`config.mk`:
```
export PLATFORM = sky130hd
export DESIGN_NAME = miner_job_ctrl_flat
export DESIGN_NICKNAME = d
export VERILOG_FILES = /design/src/rtl/miner_pkg.sv /design/src/rtl/miner_job_ctrl_if.sv /design/src/rtl/miner_tx_frame.sv /design/src/rtl/miner_job_ctrl.sv /design/src/flat_wrapper.sv
export SDC_FILE = /design/constraint.sdc
export NUM_CORES = 2
export LEC_CHECK = 0
export ABC_AREA = 1
export ABC_CLOCK_PERIOD_IN_PS = 1700
export BUFFER_PORTS_ARGS = -buffer_cell sky130_fd_sc_hd__buf_2
export CORE_ASPECT_RATIO = 1.25
export CORE_MARGIN = 2
export CORE_UTILIZATION = 50
export DETAILED_ROUTE_END_ITERATION = 10
export PLACE_DENSITY = 0.73
export SYNTH_ARGS = -nofsm -noshare
export SYNTH_HDL_FRONTEND = slang
export SYNTH_SLANG_ARGS = --single-unit
export TNS_END_PERCENT = 1
```
`constraint.sdc`:
```
create_clock -name hash_clk -period 1.7 [get_ports hash_clk]
set_input_delay 0.085 -clock hash_clk [delete_from_list [all_inputs] [get_ports hash_clk]]
set_output_delay 0.085 -clock hash_clk [all_outputs]
set_load 0.01 [all_outputs]
```
`src/rtl/miner_pkg.sv`:
```
// Shared constants and types for the miner job controller and its TX framer.
package miner_pkg;

    typedef logic [2:0] state_t;

    localparam state_t ST_IDLE   = 3'd0;
    localparam state_t ST_LOAD   = 3'd1;
    localparam state_t ST_START  = 3'd2;
    localparam state_t ST_RUN    = 3'd3;
    localparam state_t ST_REPORT = 3'd4;

    localparam logic [7:0] CMD_JOB   = 8'h01;
    localparam logic [7:0] CMD_ABORT = 8'h02;

    localparam logic [7:0] RSP_FOUND     = 8'hA5;
    localparam logic [7:0] RSP_EXHAUSTED = 8'h5A;
    localparam logic [7:0] RSP_ABORTED   = 8'h5B;

    localparam int JOB_BYTES = 52;

    // Field order matches the wire order of the job frame, first byte in the MSBs.
    typedef struct packed {
        logic [255:0] midstate;
        logic [95:0]  work_data;
        logic [31:0]  nonce_min;
        logic [31:0]  nonce_max;
    } job_t;

endpackage

```
`src/rtl/miner_job_ctrl_if.sv`:
```
// Host byte-stream link: valid-only RX bytes in, valid/ready TX bytes out.
interface miner_job_ctrl_if;
    logic [7:0] rx_data;
    logic       rx_valid;
    logic [7:0] tx_data;
    logic       tx_valid;
    logic       tx_ready;

    modport master (output rx_data, output rx_valid, output tx_ready,
                    input  tx_data, input  tx_valid);
    modport slave  (input  rx_data, input  rx_valid, input  tx_ready,
                    output tx_data, output tx_valid);
endinterface

```
`src/rtl/miner_tx_frame.sv`:
```
// Five-byte valid/ready serializer: type byte, then a 32-bit payload MSB first.
module miner_tx_frame (
    input  logic        hash_clk,
    input  logic        reset,
    input  logic        load,
    input  logic [7:0]  frame_type,
    input  logic [31:0] payload,
    input  logic        tx_ready,
    output logic [7:0]  tx_data,
    output logic        tx_valid,
    output logic        done
);
    logic [31:0] rest;
    logic [2:0]  idx;

    assign done = tx_valid && tx_ready && (idx == 3'd4);

    always_ff @(posedge hash_clk) begin
        if (reset) begin
            tx_data  <= '0;
            tx_valid <= 1'b0;
            rest     <= '0;
            idx      <= '0;
        end else if (load) begin
            tx_data  <= frame_type;
            tx_valid <= 1'b1;
            rest     <= payload;
            idx      <= '0;
        end else if (tx_valid && tx_ready) begin
            if (idx == 3'd4) begin
                tx_valid <= 1'b0;
            end else begin
                tx_data <= rest[31:24];
                rest    <= {rest[23:0], 8'h00};
                idx     <= idx + 3'd1;
            end
        end
    end
endmodule

```
`src/rtl/miner_job_ctrl.sv`:
```
// Job controller: loads a host job frame into the miner and reports the outcome.
//   state  | meaning
//   IDLE   | waiting for a new-job command
//   LOAD   | collecting the 52 payload bytes
//   START  | holding miner in reset after load
//   RUN    | miner hashing; watch golden, drain, commands
//   REPORT | sending the 5-byte result frame
module miner_job_ctrl
    import miner_pkg::*;
#(
    parameter int unsigned RESET_CYCLES = 2,
    parameter int unsigned DRAIN_CYCLES = 160,
    parameter int unsigned RX_TIMEOUT   = 1000000
) (
    input  logic             hash_clk,
    input  logic             reset,
    miner_job_ctrl_if.slave  host,
    output logic [255:0]     midstate,
    output logic [95:0]      work_data,
    output logic [31:0]      nonce_min,
    output logic [31:0]      nonce_max,
    output logic             miner_reset,
    input  logic [31:0]      current_nonce,
    input  logic [31:0]      golden_nonce,
    input  logic             new_golden_nonce,
    output logic             busy
);
    localparam int DW = $clog2(DRAIN_CYCLES + 1);
    localparam int IW = $clog2(RX_TIMEOUT + 1);
    localparam logic [7:0]    START_LAST = 8'(RESET_CYCLES);
    localparam logic [DW-1:0] DRAIN_LAST = DW'(DRAIN_CYCLES);
    localparam logic [IW-1:0] IDLE_LAST  = IW'(RX_TIMEOUT);
    localparam logic [5:0]    BYTE_LAST  = 6'(JOB_BYTES - 1);

    state_t          state, state_n;
    job_t            job_q;
    logic [415:0]    job_sr;
    logic [5:0]      byte_cnt;
    logic [IW-1:0]   idle_cnt;
    logic [7:0]      start_cnt;
    logic            drain_flag;
    logic [DW-1:0]   drain_cnt;
    logic            rsp_load;
    logic [7:0]      rsp_type;
    logic [31:0]     rsp_payload;
    logic            tx_done;
    logic            is_job, is_abort;

    assign is_job    = host.rx_valid && (host.rx_data == CMD_JOB);
    assign is_abort  = host.rx_valid && (host.rx_data == CMD_ABORT);
    assign busy      = (state != ST_IDLE);
    assign midstate  = job_q.midstate;
    assign work_data = job_q.work_data;
    assign nonce_min = job_q.nonce_min;
    assign nonce_max = job_q.nonce_max;

    always_comb begin
        rsp_load    = 1'b0;
        rsp_type    = RSP_FOUND;
        rsp_payload = golden_nonce;
        state_n     = state;
        case (state)
            ST_IDLE:   if (is_job) state_n = ST_LOAD;
            ST_LOAD: begin
                if (host.rx_valid && byte_cnt == BYTE_LAST) state_n = ST_START;
                else if (!host.rx_valid && idle_cnt == IDLE_LAST) state_n = ST_IDLE;
            end
            ST_START:  if (start_cnt == START_LAST) state_n = ST_RUN;
            ST_RUN: begin
                if (new_golden_nonce) begin
                    rsp_load = 1'b1;
                end else if (drain_flag && drain_cnt == DRAIN_LAST) begin
                    rsp_load    = 1'b1;
                    rsp_type    = RSP_EXHAUSTED;
                    rsp_payload = job_q.nonce_max;
                end else if (is_abort) begin
                    rsp_load    = 1'b1;
                    rsp_type    = RSP_ABORTED;
                    rsp_payload = current_nonce;
                end
                if (rsp_load)    state_n = ST_REPORT;
                else if (is_job) state_n = ST_LOAD;
            end
            ST_REPORT: if (tx_done) state_n = ST_IDLE;
            default:   state_n = ST_IDLE;
        endcase
    end

    // miner_reset follows the next state, so START spans RESET_CYCLES+1 cycles
    // and reset is reasserted in the very cycle RUN is left.
    always_ff @(posedge hash_clk) begin
        if (reset) begin
            state       <= ST_IDLE;
            miner_reset <= 1'b1;
            job_q       <= '0;
            job_sr      <= '0;
            byte_cnt    <= '0;
            idle_cnt    <= '0;
            start_cnt   <= '0;
            drain_flag  <= 1'b0;
            drain_cnt   <= '0;
        end else begin
            state       <= state_n;
            miner_reset <= (state_n != ST_RUN);
            if (state == ST_LOAD) begin
                if (host.rx_valid) begin
                    job_sr   <= {job_sr[407:0], host.rx_data};
                    byte_cnt <= byte_cnt + 6'd1;
                    idle_cnt <= '0;
                    if (byte_cnt == BYTE_LAST) job_q <= {job_sr[407:0], host.rx_data};
                end else begin
                    idle_cnt <= idle_cnt + IW'(1);
                end
            end else begin
                byte_cnt <= '0;
                idle_cnt <= '0;
            end
            start_cnt <= (state == ST_START) ? start_cnt + 8'd1 : 8'd0;
            if (state == ST_RUN && state_n == ST_RUN) begin
                if (drain_flag)                          drain_cnt  <= drain_cnt + DW'(1);
                else if (current_nonce == job_q.nonce_max) drain_flag <= 1'b1;
            end else begin
                drain_flag <= 1'b0;
                drain_cnt  <= '0;
            end
        end
    end

    miner_tx_frame u_tx_frame (
        .hash_clk   (hash_clk),
        .reset      (reset),
        .load       (rsp_load),
        .frame_type (rsp_type),
        .payload    (rsp_payload),
        .tx_ready   (host.tx_ready),
        .tx_data    (host.tx_data),
        .tx_valid   (host.tx_valid),
        .done       (tx_done)
    );
endmodule
```
`src/flat_wrapper.sv`:
```
// flat-port wrapper written by rule: the top's interface ports become plain ports
module miner_job_ctrl_flat import miner_pkg::*;
#(
    parameter int unsigned RESET_CYCLES = 2,
    parameter int unsigned DRAIN_CYCLES = 160,
    parameter int unsigned RX_TIMEOUT   = 1000000
)
  (hash_clk, reset, midstate, work_data, nonce_min, nonce_max, miner_reset, current_nonce, golden_nonce, new_golden_nonce, busy, host_rx_data, host_rx_valid, host_tx_ready, host_tx_data, host_tx_valid);
  miner_job_ctrl_if host_i ();
  input  logic hash_clk;
  input  logic reset;
  output logic [255:0] midstate;
  output logic [95:0] work_data;
  output logic [31:0] nonce_min;
  output logic [31:0] nonce_max;
  output logic miner_reset;
  input  logic [31:0] current_nonce;
  input  logic [31:0] golden_nonce;
  input  logic new_golden_nonce;
  output logic busy;
  input wire logic [$bits(host_i.rx_data)-1:0] host_rx_data;
  input wire logic [$bits(host_i.rx_valid)-1:0] host_rx_valid;
  input wire logic [$bits(host_i.tx_ready)-1:0] host_tx_ready;
  output wire logic [$bits(host_i.tx_data)-1:0] host_tx_data;
  output wire logic [$bits(host_i.tx_valid)-1:0] host_tx_valid;
  assign host_i.rx_data = host_rx_data;
  assign host_i.rx_valid = host_rx_valid;
  assign host_i.tx_ready = host_tx_ready;
  assign host_tx_data = host_i.tx_data;
  assign host_tx_valid = host_i.tx_valid;
  miner_job_ctrl #(.RESET_CYCLES(RESET_CYCLES), .DRAIN_CYCLES(DRAIN_CYCLES), .RX_TIMEOUT(RX_TIMEOUT)) u_core (.hash_clk(hash_clk), .reset(reset), .host(host_i), .midstate(midstate), .work_data(work_data), .nonce_min(nonce_min), .nonce_max(nonce_max), .miner_reset(miner_reset), .current_nonce(current_nonce), .golden_nonce(golden_nonce), .new_golden_nonce(new_golden_nonce), .busy(busy));
endmodule
```
# Word-level counts from Yosys, hierarchy flattened
# Cells that the tools add are included.
[totals] inputBits=77 latch_bits=0 out_inout_bits=427 ramBits=0 ff_bits=915 rom_bits=0 n_memories=0
[op_classes] n_eq_ne=15 n_shift=0 multipliers=0 mux=31 n_div=0 n_addsub=5 reduce_logical=23 magnitude_cmp=0 bitwise_logic=4
[ops] op="32-bit 2-to-1 mux" count=7
[ops] op="8-bit 2-to-1 mux" count=7
[ops] op="32-bit equality test" count=1
[ops] op="20-bit by 1-bit adder with 20-bit output, second input constant" count=1
[ops] op="20-bit equality test, second input constant" count=1
[ops] op="3-bit 2-to-1 mux" count=6
[ops] op="8-bit by 1-bit adder with 8-bit output, second input constant" count=2
[ops] op="8-bit by 2-bit equality test with 1-bit output, second input constant" count=2
[ops] op="3-bit case mux with 5 select lines" count=1
[ops] op="1-bit 2-to-1 mux" count=10
[ops] op="3-bit by 2-bit equality test with 1-bit output, second input constant" count=3
[ops] op="8-bit by 1-bit equality test with 1-bit output, second input constant" count=1
[ops] op="8-bit equality test, second input constant" count=1
[ops] op="1-bit logical AND" count=8
[ops] op="2-bit AND reduction" count=4
[ops] op="2-bit OR reduction" count=4
[ops] op="6-bit by 1-bit adder with 6-bit output, second input constant" count=1
[ops] op="3-bit equality test, second input constant" count=2
[ops] op="6-bit equality test, second input constant" count=1
[ops] op="1-bit NOT" count=4
[ops] op="2-bit nonzero test" count=2
[ops] op="3-bit by 1-bit adder with 3-bit output, second input constant" count=1
[ops] op="3-bit by 1-bit equality test with 1-bit output, second input constant" count=1
[ops] op="3-bit logical NOT" count=1
[ops] op="6 further kinds" count=6

# Logic depth before layout (Yosys ltp)
[logic_depth] depth_word=12 mapped_depth=13 ltp_nobuf=12

# Hierarchy
# A second synthesis with hierarchy kept.
[hier_totals] hier_cells=4048 area_unflattened_um2=33405.8
[modules_own_cells] mod="miner_job_ctrl" n_inst=1 cells_each=3740 area_each_um2=31211.2 seq_area_each_um2=17436.7
[modules_own_cells] mod="miner_tx_frame" n_inst=1 cells_each=308 area_each_um2=2194.6 seq_area_each_um2=880.8

# Worst setup path before layout
# OpenSTA, ideal clock, no wires.
[synth_path] path_type="flip-flop to flip-flop" start="register u_core.u_tx_frame.idx[0]" end="register u_core.u_tx_frame.rest[23]" stages_incl_launch_ff=12 arrival_ns=1.457 setup_slack_ns=0.125 t_required_ns=1.583 setup_time_ns=0.117 path_cell_list="dfxtp_1 -> inv_1 -> ha_1 -> nand2_1 -> inv_1 -> nor2_1 -> inv_1 -> clkbuf_1 -> nor2_1 -> nor2_1 -> nor2_1 -> nor2_1"
[synth_via] elab_chain_len=3
[synth_rtl] item="from (decl)" line_no="miner_tx_frame.sv:14" rtl="logic [2:0] idx;"
[synth_rtl] item="from (signal assigned)" line_no="miner_tx_frame.sv:35" rtl="idx <= idx + 3'd1;"
[synth_rtl] item="3-bit equality test" line_no="miner_tx_frame.sv:30" rtl="if (idx == 3'd4) begin"
[synth_rtl] item="2-bit by 1-bit != test with 1-bit output (no source line)"
[synth_rtl] item="2-bit AND reduction (no source line)"
[synth_rtl] item="to (signal assigned)" line_no="miner_tx_frame.sv:27" rtl="rest <= payload;"
[synth_rtl] item="to (signal assigned)" line_no="miner_tx_frame.sv:34" rtl="rest <= {rest[23:0], 8'h00};"
[synth_rtl] item="to (decl)" line_no="miner_tx_frame.sv:13" rtl="logic [31:0] rest;"
# No other way between the ends.
# A chain may end at the register's enable or synchronous reset.

# Worst setup path in the final report
[layout_path] start="register u_core.drain_cnt[1]" end="register u_core.u_tx_frame.rest[28]"
[layout_via] elab_chain_len=8
[layout_rtl] item="from (decl)" line_no="miner_job_ctrl.sv:42" rtl="logic [DW-1:0] drain_cnt;"
[layout_rtl] item="from (signal assigned)" line_no="miner_job_ctrl.sv:120" rtl="if (drain_flag) drain_cnt <= drain_cnt + DW'(1);"
[layout_rtl] item="8-bit equality test (*)" line_no="miner_job_ctrl.sv:72" rtl="end else if (drain_flag && drain_cnt == DRAIN_LAST) begin"
[layout_rtl] item="1-bit logical AND (*)" line_no="miner_job_ctrl.sv:72"
[layout_rtl] item="1-bit 2-to-1 mux" line_no="miner_job_ctrl.sv:72"
[layout_rtl] item="1-bit 2-to-1 mux" line_no="miner_job_ctrl.sv:70" rtl="if (new_golden_nonce) begin"
[layout_rtl] item="1-bit 2-to-1 mux (2 in a row)" line_no="miner_job_ctrl.sv:62" rtl="case (state)"
[layout_rtl] item="2-bit by 1-bit != test with 1-bit output (no source line) / 2-bit nonzero test (equally long branches)"
[layout_rtl] item="2-bit AND reduction (no source line)"
# Every way passes the cells marked *; elsewhere a longest branch is shown, timed or not. The select of a mux whose other input is x is not followed.

==> impl_metrics.json <==
{
  "power_density_mw_per_mm2": 1000,
  "path_clk_slew_ns": 0.06,
  "worstPathArrival_ns": 2.34,
  "drc": 0,
  "cts_sinks": 915,
  "wirelength_mm": 108,
  "worstRegToRegCells": 13,
  "finalHoldWorstSlack_ns": -0.0122,
  "die_w_um": 238,
  "antenna_found_initial": 5,
  "status": "finished, violations left",
  "fillerInstances": 5738,
  "cts_buffer_depth": 3,
  "grt_pass1_wl_mm": 163,
  "vias_per_cell": 5.52,
  "ant_nets": 0,
  "grt_pass1_vias": 30000,
  "row_count": 107,
  "worst_slack_ns": -0.128,
  "fmax_ghz": 0.547,
  "cts_tree": "built",
  "power_w": 0.0432,
  "via_count": 32600,
  "syn_nets": 4543,
  "period_share_pct": 108,
  "setup_tns_ns": -12.12,
  "hold_violations": 1,
  "crit_path_start_kind": "register",
  "cts-root-buf": "clkbuf_16",
  "pin_count": 504,
  "yosys_warnings": 0,
  "drive_gt1_share_pct": 19.2,
  "core_area_mm2": 0.0679,
  "violations": "negative hold slack, negative setup slack",
  "worst-path-max-fanout": 19,
  "hpwl_mm": 66.5,
  "numPortBuffers": 503,
  "final_max_slew_viol_count": 0,
  "period_needed_ns": 1.83,
  "syn_area_mm2": 0.0341,
  "critPathKind": "register to register",
  "die_area_mm2": 0.0704,
  "reg2reg_slack_ns": -0.13,
  "cp-end-kind": "register",
  "min_to": "u_core.u_tx_frame.rest[0]",
  "cts_buffers": 88,
  "rsz0062_at_grt": "yes",
  "synthTopCellsByArea": "dfxtp_1 54%, nor2_1 9.6%, a21oi_1 7.4%",
  "first_iter_violations": 3009,
  "dr.pass1.iters": 6,
  "cts-htree-levels": 3,
  "dieHeight_um": 296,
  "drt-wirelength-per-cell_um": 18.3,
  "timing.rr.end": "u_core.u_tx_frame.rest[28]",
  "grt_overflow": 0,
  "ir_drop_uv": 944,
  "crit_path_start": "u_core.drain_cnt[1]",
  "r2r-start": "u_core.drain_cnt[1]",
  "ys_ff_latch": 915,
  "fin_skew_ns": 0.0236,
  "synth_area_per_cell_um2": 7.66,
  "max_slew.worst_pin.slew_ns": 1.05,
  "grt_max_degree": 124,
  "setup_viol_count_final": 342,
  "start_util_pct": 50.3,
  "maxCapViolCount": 0,
  "yosysUniqueCellTypes": 35,
  "min_from": "current_nonce[0]",
  "slew_headroom_pct": 29.7,
  "seq_area_frac_synth_pct": 53.7,
  "clock_latency_ns": 0.64,
  "syn_inst": 4457,
  "synth_top_area_share_pct": 53.7,
  "gp_congestion": 0.956,
  "grt.total_usage_pct": 28.7,
  "nets": 5056,
  "cp.required_ns": 2.22,
  "final_core_util_pct": 63.5,
  "power_leakage_nw": 19.0,
  "syn2layout_area_growth_pct": 26.2,
  "hold_depth": 7,
  "hold_class": "input pin to register",
  "yosysTopAreaCell": "dfxtp_1"
}
==> layout make-up <==
cell class                 instances  area, µm²  share of cell area, %
timing repair buffer             766       5860                   13.6
multi-input combinational       3031      14000                   32.5
clock inverter                    41        612                   1.42
clock buffer                     116       2450                   5.68
antenna                            4       10.0                 0.0232
inverter                         165        683                   1.59
timing repair inverter             3       33.8                 0.0784
tap                              872       1090                   2.53
sequential                       915      18300                   42.5
==> cells in the mapped netlist <==
master    number
clkbuf_1     199
clkinv_2       2
ha_1           9
a21oi_1      507
nand4_1       11
buf_2        113
a211oi_1       1
buf_4         26
nand3_2        2
a31oi_1        2
nor2_4         2
o21a_1         1
inv_2          3
nor2_2         3
xnor2_1       22
dfxtp_1      915
inv_1        158
buf_6          3
a21o_1         1
nand2_1      588
clkinv_1       1
xor2_1         8
nor4_1         1
inv_4          1
nand2_2        6
nand2_4        2
nand3b_1       5
nor2_1       870
buf_1          5
o21ai_0      461
nand3_1      432
or2_2          6
o21ai_1       75
nor3_1        13
nor3b_1        3
==> critical path, stage by stage (launching register included) <==
cell	delay [ns]
dfxtp_2	0.34
inv_2	0.05
ha_4	0.15
nand2_2	0.08
nor2_4	0.05
nand2_4	0.14
buf_12	0.16
nand2_8	0.06
nand2_8	0.13
clkinv_8	0.10
nor2_1	0.18
nor2_2	0.07
nor2_1	0.14
nor2_1	0.05
==> worst max path at each step <==
stage | to | slack (ns) | cells past startpoint
floorplan | u_core.u_tx_frame.rest[23] | 0.13 | 11
global placement | u_core.midstate[241] | -0.10 | 9
detailed placement | u_core.work_data[19] | -0.19 | 9
CTS | u_core.nonce_min[28] | -0.1 | 10
global route | u_core.u_tx_frame.rest[25] | -0.21 | 13
finish | u_core.u_tx_frame.rest[28] | -0.13 | 13
==> report_power, final <==
| group | internal (W) | switching [W] |
|---|---|---|
| Combinational | 0.000360 | 0.000717 |
| Clock | 0.0120 | 0.00861 |
| Sequential | 0.0214 | 0.000000958 |
| Total | 0.0338 | 0.00933 |
==> cells in the final DEF (no fill, tap or decap), drive strengths merged <==
cell type and instances:
or2 6, inv 164, xnor2 22, nand4 11, o21a 1, o21ai 536, nor3 13, ha 9
a31oi 2, a21oi 507, buf 675, a21o 1, nand3b 5, dfxtp 915, clkinvlp 5, bufinv 12
nand2 596, clkbuf 131, nor3b 3, nor4 1, nor2 875, xor2 8, diode 4, a211oi 1
clkinv 28, dlygate4sd3 76, nand3 434
==> through the flow <==
stage	hold WS [ns]	cell area, µm²	std cells	setup slack, ns
after floorplan	0.220	34100	4457	0.125
after global placement	0.380	38100	5644	-0.101
after detailed placement	0.388	38100	5644	-0.185
after CTS	0.00305	42200	5884	-0.0967
after global routing	0.0205	43100	5912	-0.211
final	-0.0122	43100	5913	-0.128
==> logic make-up after synthesis <==
logic type	count (synthesis)	share of synthesized area [%]
simple gates	1944	23.4
compound gates	1048	15.4
flops	915	53.7
buf+inv	511	6.40
xor+xnor	30	0.770
fa+ha+maj	9	0.330
==> metal layers <==
metal  part of all wire, %  track usage (%)
met2                    46             45.4
met3                   6.9             4.82
met4                   5.4             15.2
met5                     0                0
met1                    42             37.6
==> state kept, by name, indices dropped and copies added, names as in the netlist, 6 cells and up <==
signal,flops
u_core.u_tx_frame.tx_data,8
u_core.idle_cnt,20
u_core.work_data,96
u_core.byte_cnt,6
u_core.start_cnt,8
u_core.u_tx_frame.rest,32
u_core.nonce_min,32
u_core.job_sr,408
u_core.midstate,256
u_core.drain_cnt,8
u_core.nonce_max,32
==> what timing repair did <==
action | CTS | global route
setup endpoints to repair | 447 | 563
hold endpoints to repair | 77 | 0
pin swaps | 3 | 35
gates cloned | 3 | 18
hold buffers | 77 | 0
setup buffers | 3 | 7
gates resized for setup | 49 | 173
Note: power is estimated with default switching activity, not from simulation.
